File: config.mk
export PLATFORM = sky130hd
export DESIGN_NAME = mem_port_arbiter
export DESIGN_NICKNAME = d
export VERILOG_FILES = /design/src/rtl/mem_port_arbiter.sv
export SDC_FILE = /design/constraint.sdc
export NUM_CORES = 1
export LEC_CHECK = 0
export ABC_AREA = 1
export BUFFER_PORTS_ARGS = -buffer_cell sky130_fd_sc_hd__buf_2
export CORE_AREA = 5 5 109 213
export DETAILED_ROUTE_END_ITERATION = 7
export DIE_AREA = 0 0 114 218
export RECOVER_POWER = 100
export SETUP_SLACK_MARGIN = 0.1
export SYNTH_ARGS = -nofsm -noshare
export SYNTH_HDL_FRONTEND = slang
export SYNTH_SLANG_ARGS = --single-unit
export TNS_END_PERCENT = 10
File: constraint.sdc
create_clock -name clk -period 3 [get_ports clk]
set_clock_uncertainty 0.05 [all_clocks]
set_input_delay 0.15 -clock clk [delete_from_list [all_inputs] [get_ports clk]]
set_output_delay 0.15 -clock clk [all_outputs]
set_load 0.01 [all_outputs]
File: src/rtl/mem_port_arbiter.sv
// mem_port_arbiter
//   Arbitrates a single-port unified memory between instruction fetch and
//   data load/store. It grants one requester, drives the word access, waits
//   for mem_ready, then pulses the matching ack for one cycle with the result.
//   Load results are lane-extracted and sign/zero-extended from funct3.
//
//   Optional macro MISALIGN_TRAP_EN:
//     defined     - adds d_err; a misaligned H/HU/W data access is completed
//                   immediately with d_err=1, d_rdata=0 and no memory access.
//     not defined - misaligned low address bits are dropped and the access
//                   proceeds on the aligned lanes.
//
// Ports
//   clk, rst              clock (rising edge), async active-high reset
//   if_req/if_addr        fetch request, held until if_ack
//   if_rdata/if_ack       fetched word, one-cycle completion pulse
//   d_req/d_we/d_addr     data request (store when d_we)
//   d_wdata/d_addressing  right-aligned store data, funct3 size/sign code
//   d_rdata/d_ack         extended load result, one-cycle completion pulse
//   d_err                 misalignment trap flag (MISALIGN_TRAP_EN only)
//   mem_*                 memory side: req/we/addr/wdata/be out, rdata/ready in
module mem_port_arbiter #(
    parameter int ADDR_WIDTH     = 32,
    parameter int DATA_WIDTH     = 32,
    parameter int MAX_DATA_BURST = 4
) (
    input  logic                  clk,
    input  logic                  rst,
    input  logic                  if_req,
    input  logic [ADDR_WIDTH-1:0] if_addr,
    output logic [DATA_WIDTH-1:0] if_rdata,
    output logic                  if_ack,
    input  logic                  d_req,
    input  logic                  d_we,
    input  logic [ADDR_WIDTH-1:0] d_addr,
    input  logic [DATA_WIDTH-1:0] d_wdata,
    input  logic [2:0]            d_addressing,
    output logic [DATA_WIDTH-1:0] d_rdata,
    output logic                  d_ack,
`ifdef MISALIGN_TRAP_EN
    output logic                  d_err,
`endif
    output logic                  mem_req,
    output logic                  mem_we,
    output logic [ADDR_WIDTH-1:0] mem_addr,
    output logic [DATA_WIDTH-1:0] mem_wdata,
    output logic [3:0]            mem_be,
    input  logic [DATA_WIDTH-1:0] mem_rdata,
    input  logic                  mem_ready
);

    localparam int CW = $clog2(MAX_DATA_BURST + 1);
    localparam logic [CW-1:0] MAX_CNT = CW'(MAX_DATA_BURST);

    typedef enum logic [1:0] {IDLE, IF_WAIT, D_WAIT, RESP} state_t;

    state_t                state, state_nxt;
    logic [ADDR_WIDTH-1:0] addr_r;
    logic                  we_r;
    logic [3:0]            be_r;
    logic [DATA_WIDTH-1:0] wdata_r;
    logic [2:0]            f3_r;
    logic [1:0]            off_r;
    logic                  sel_d;
    logic                  err_r;
    logic [DATA_WIDTH-1:0] rdata_r;
    logic [CW-1:0]         starve_cnt;

    logic                  grant_d, grant_if, trap;
    logic                  is_b, is_h, is_w;
    logic [1:0]            d_off;
    logic [3:0]            d_be;
    logic [DATA_WIDTH-1:0] d_lane_wdata;
    logic [DATA_WIDTH-1:0] ld_shift, ld_data;
    logic                  unused_if_lsb;

    assign unused_if_lsb = ^if_addr[1:0];

    // Size decode; the unused funct3 codes fall through to word.
    assign is_b = (d_addressing == 3'b000) || (d_addressing == 3'b100);
    assign is_h = (d_addressing == 3'b001) || (d_addressing == 3'b101);
    assign is_w = !is_b && !is_h;

    // Lane offset rounded down to the access size, which also realigns
    // misaligned halfword/word accesses when they are not trapped.
    assign d_off = is_b ? d_addr[1:0] : is_h ? {d_addr[1], 1'b0} : 2'b00;

    always_comb begin
        d_be         = 4'b1111;
        d_lane_wdata = d_wdata;
        if (d_we && is_b) begin
            d_be         = 4'b0001 << d_off;
            d_lane_wdata = {4{d_wdata[7:0]}};
        end else if (d_we && is_h) begin
            d_be         = 4'b0011 << d_off;
            d_lane_wdata = {2{d_wdata[15:0]}};
        end
    end

`ifdef MISALIGN_TRAP_EN
    assign trap = (is_h && d_addr[0]) || (is_w && (d_addr[1:0] != 2'b00));
`else
    assign trap = 1'b0;
`endif

    // Load extraction uses the offset/funct3 captured at grant time.
    always_comb begin
        ld_shift = mem_rdata >> {off_r, 3'b000};
        case (f3_r)
            3'b000:  ld_data = {{24{ld_shift[7]}}, ld_shift[7:0]};
            3'b100:  ld_data = {24'd0, ld_shift[7:0]};
            3'b001:  ld_data = {{16{ld_shift[15]}}, ld_shift[15:0]};
            3'b101:  ld_data = {16'd0, ld_shift[15:0]};
            default: ld_data = ld_shift;
        endcase
    end

    // Next state. Data wins ties unless fetch has been starved long enough.
    always_comb begin
        state_nxt = state;
        grant_d   = 1'b0;
        grant_if  = 1'b0;
        case (state)
            IDLE: begin
                if (d_req && !(if_req && starve_cnt == MAX_CNT)) begin
                    grant_d   = 1'b1;
                    state_nxt = trap ? RESP : D_WAIT;
                end else if (if_req) begin
                    grant_if  = 1'b1;
                    state_nxt = IF_WAIT;
                end
            end
            IF_WAIT, D_WAIT: if (mem_ready) state_nxt = RESP;
            RESP:            state_nxt = IDLE;
            default:         state_nxt = IDLE;
        endcase
    end

    always_ff @(posedge clk or posedge rst) begin
        if (rst) state <= IDLE;
        else     state <= state_nxt;
    end

    always_ff @(posedge clk or posedge rst) begin
        if (rst) begin
            addr_r     <= '0;
            we_r       <= 1'b0;
            be_r       <= 4'b0000;
            wdata_r    <= '0;
            f3_r       <= 3'b000;
            off_r      <= 2'b00;
            sel_d      <= 1'b0;
            err_r      <= 1'b0;
            rdata_r    <= '0;
            starve_cnt <= '0;
        end else begin
            if (grant_if) begin
                addr_r     <= {if_addr[ADDR_WIDTH-1:2], 2'b00};
                we_r       <= 1'b0;
                be_r       <= 4'b1111;
                wdata_r    <= '0;
                f3_r       <= 3'b010;
                off_r      <= 2'b00;
                sel_d      <= 1'b0;
                err_r      <= 1'b0;
                starve_cnt <= '0;
            end
            if (grant_d) begin
                addr_r  <= {d_addr[ADDR_WIDTH-1:2], 2'b00};
                we_r    <= d_we;
                be_r    <= d_be;
                wdata_r <= d_lane_wdata;
                f3_r    <= d_addressing;
                off_r   <= d_off;
                sel_d   <= 1'b1;
                err_r   <= trap;
                rdata_r <= '0;
                if (!if_req)                 starve_cnt <= '0;
                else if (starve_cnt != MAX_CNT) starve_cnt <= starve_cnt + 1'b1;
            end
            if (state == IF_WAIT && mem_ready) rdata_r <= mem_rdata;
            if (state == D_WAIT && mem_ready)  rdata_r <= ld_data;
        end
    end

    // Outputs decode from state so an async reset clears them at once.
    always_comb begin
        mem_req   = (state == IF_WAIT) || (state == D_WAIT);
        mem_we    = (state == D_WAIT) && we_r;
        mem_addr  = mem_req ? addr_r : '0;
        mem_be    = mem_req ? be_r : 4'b0000;
        mem_wdata = (state == D_WAIT) ? wdata_r : '0;
        if_ack    = (state == RESP) && !sel_d;
        d_ack     = (state == RESP) && sel_d;
        if_rdata  = if_ack ? rdata_r : '0;
        d_rdata   = d_ack ? rdata_r : '0;
`ifdef MISALIGN_TRAP_EN
        d_err     = d_ack && err_r;
`endif
    end

endmodule

==> metrics.md <==
| Metric | Value |
|---|---|
| Setup_tns | 0 ns |
| P&R area growth vs syn | 24.5% |
| Crit path buffers/inverters | 4 |
| Top cell type by total area after synthesis | dfrtp_1 |
| HP Class | in -> reg |
| Largest net degree at the start of global routing | 65 |
| Top sig layer | met4 |
| Min Clock Period, post-route | 2.49 ns |
| Most frequent CP cell | inv_1 |
| Clock latency on the worst-skew pair | 0.35 ns |
| GRT overflow | 0 |
| Root Buffer | clkbuf_16 |
| RSZ-0062 raised after global routing | no |
| Core Box Area | 0.0214 sq mm |
| Sink Count | 110 |
| WP data required | 2.80 ns |
| Hold_buf cts | 22 |
| Status | finished with violations |
| Cell type group with the largest total delay on the critical path | buffers and inverters |
| Tot GR Track Use | 0.192 |
| CTS tree | yes |
| Post-CTS setup buffers | 0 |
| Routability congestion estimate | 0.924 |
| # diodes | 0 |
| # nets final | 1481 |
| Synth Flop Type | dfrtp_1 |
| Share of cells above drive strength 1 | 0.158 |
| Final hold violation count | 0 |
| # port buffers | 268 |
| Pin slew with the least headroom to its limit | 1.74 ns |
| First-pass DRT Iterations | 4 |
| FFs w/ async S/R, synth | 1.00 |
| Routed len/inst | 14.9 um |
| Clock buffer depth | 2 |
| CP Launch Type | flip-flop |
| Cell variety after synth | 35 |
| Fin crit share | 0.831 |
| Resize count post-CTS | 0 |
| Core Rows | 76 |
| Post-synth top area share | 0.376 |
| Initial antenna violation count | 0 |
| Die height | 218 um |
| CP max stage delay | 0.56 ns |
| LEAKAGE | 5.17 nW |
| M1 WL | 8560 um |
| Mean post-synth cell area | 6.78 sq um |
| Crit path cell chain | inv_1 > ha_1 > clkbuf_2 > nand2_1 > inv_1 > clkbuf_1 |
| EDFF count, synth | 0 |
| Full die area | 0.0249 sq mm |
| Post-route ant nets | 0 |
| Max-cap viol count | 1 |
| IO Count | 273 |
| Filler cells | 2381 |
| # setup viols final | 0 |
| Worst Hold Margin | 0.0190 ns |
| Vias in the first global route | 7630 |
| Slew HR | -0.167 |
| First-pass GRT wire length | 38000 um |
| Slew Viols, Final | 33 |
| Number of vias per cell | 4.69 |
| CP Capture Type | primary output |
| Initial detailed-routing violation count | 267 |
| Number of H-tree levels | 3 |
| DRC errors left | 0 |
| Synth warn | 0 |
| Cell Pwr Density | 873 mW/mm^2 |
| Syn Inst Count | 1079 |
| Sequential area share after synthesis | 0.376 |
| Worst-path clk slew | 0.07 ns |
| Total Routed Length | 24100 um |
| Wire length on met2 | 13200 um |
| Crit path kind | reg -> out |
| HPWL Detailed | 18700 um |
| Most frequent cell after synthesis | nand2_1 |
| Max IR drop VDD | 0.000445 V |
| Commonest cells post-synth | nand2_1 (348), inv_1 (172), dfrtp_1 (110) |
| Synth top area cells | dfrtp_1 (38%), nand2_1 (18%), inv_1 (8.8%) |
| Fmax | 401 MHz |
| Failing checks | capacitance limit, slew limit |
| Initial Util | 0.342 |
| Mapped Area | 0.00731 sq mm |
| Die X | 114 um |
| Maximum fanout along the worst path | 24 |
| WP data arrival | 2.29 ns |
| DR vias | 7554 |
| CP max stage cell | ha_1 |
| CTS Buf Count | 9 |
| Met3 wire len | 1350 um |
| Register bit count reported by yosys | 110 |
-- per-layer routing --
layer | GRT usage | vias to the layer above
met5 | 0 | -
met3 | 0.0333 | 43
li1 | - | 3799
met1 | 0.195 | 3484
met4 | 0.0916 | 0
met2 | 0.367 | 228
-- worst register-to-register path: stages, from the launching register on --
cell	delay (ns)
dfrtp_1	0.40
inv_1	0.10
ha_1	0.26
o21ai_0	0.18
clkbuf_2	0.76
a22o_1	0.54
-- sequential cells by signal, summed over array words and instances, names as in the netlist --
register and count:
off_r 2, wdata_r 32, f3_r 3, rdata_r 32
sel_d 1, be_r 4, we_r 1, state 2
starve_cnt 3, addr_r 30
-- cells by family (layout without fill, tap and decap cells) --
group,Yosys count,count (layout),synth area share
buffers and inverters,243,502,0.148
adders and majority gates,10,10,0.0171
and+or+nand+nor,597,597,0.359
DFF,110,110,0.376
other,1,2,0.000513
AOI/OAI and AO/OA,118,118,0.0987
-- layout by cell type (no fill, tap or decap), types with 28 or more instances in the layout --
master / n
dfrtp_1: 110
or2_1: 28
inv_1: 171
clkbuf_1: 131
o21ai_0: 65
nand2_1: 351
nand3_1: 97
buf_2: 138
nor2_1: 88
-- area by class of cell --
class,instances,area [sq um],area share
Clock buffer,10,239,0.0263
Tap cell,273,342,0.0375
Multi-Input combinational cell,727,3460,0.380
Timing Repair Buffer,309,1550,0.170
Clock inverter,6,92.6,0.0102
Inverter,177,668,0.0734
Sequential cell,110,2750,0.302
-- path summary, 6_finish.rpt --
kind | depth (start not counted) | slack, ns | start | endpoint
setup reg to reg | 5 | 0.60 | state[1] | wdata_r[12]
setup / recovery | 6 | 0.51 | state[0] | mem_be[3]
hold / removal | 3 | 0.02 | d_addressing[1] | f3_r[1]
max in group asynchronous | 4 | 1.31 | rst | addr_r[17]
hold reg to reg | 2 | 0.43 | addr_r[3] | addr_r[3]
min in group asynchronous | 3 | 0.72 | rst | addr_r[29]
-- report_power, final --
part	leakage, nW	total (mW)	switching, mW	internal (mW)
registers	1.39	2.51	0.386	2.12
clock network	0.156	1.34	0.578	0.762
logic	3.62	4.10	2.73	1.37
-- metrics by stage --
step | power, mW | setup slack [ns] | utilization | cell area (sq um) | cells
floorplan | 5.54 | 1.37 | - | 7320 | 1080
global placement | 6.80 | 0.794 | 0.410 | 8770 | 1574
detailed placement | 6.87 | 0.766 | 0.410 | 8770 | 1574
CTS | 8.26 | 0.705 | 0.436 | 9320 | 1612
global route | 8.73 | 0.270 | 0.425 | 9100 | 1612
finish | 7.95 | 0.507 | 0.425 | 9100 | 1612
(Power assumes the default switching activity.)
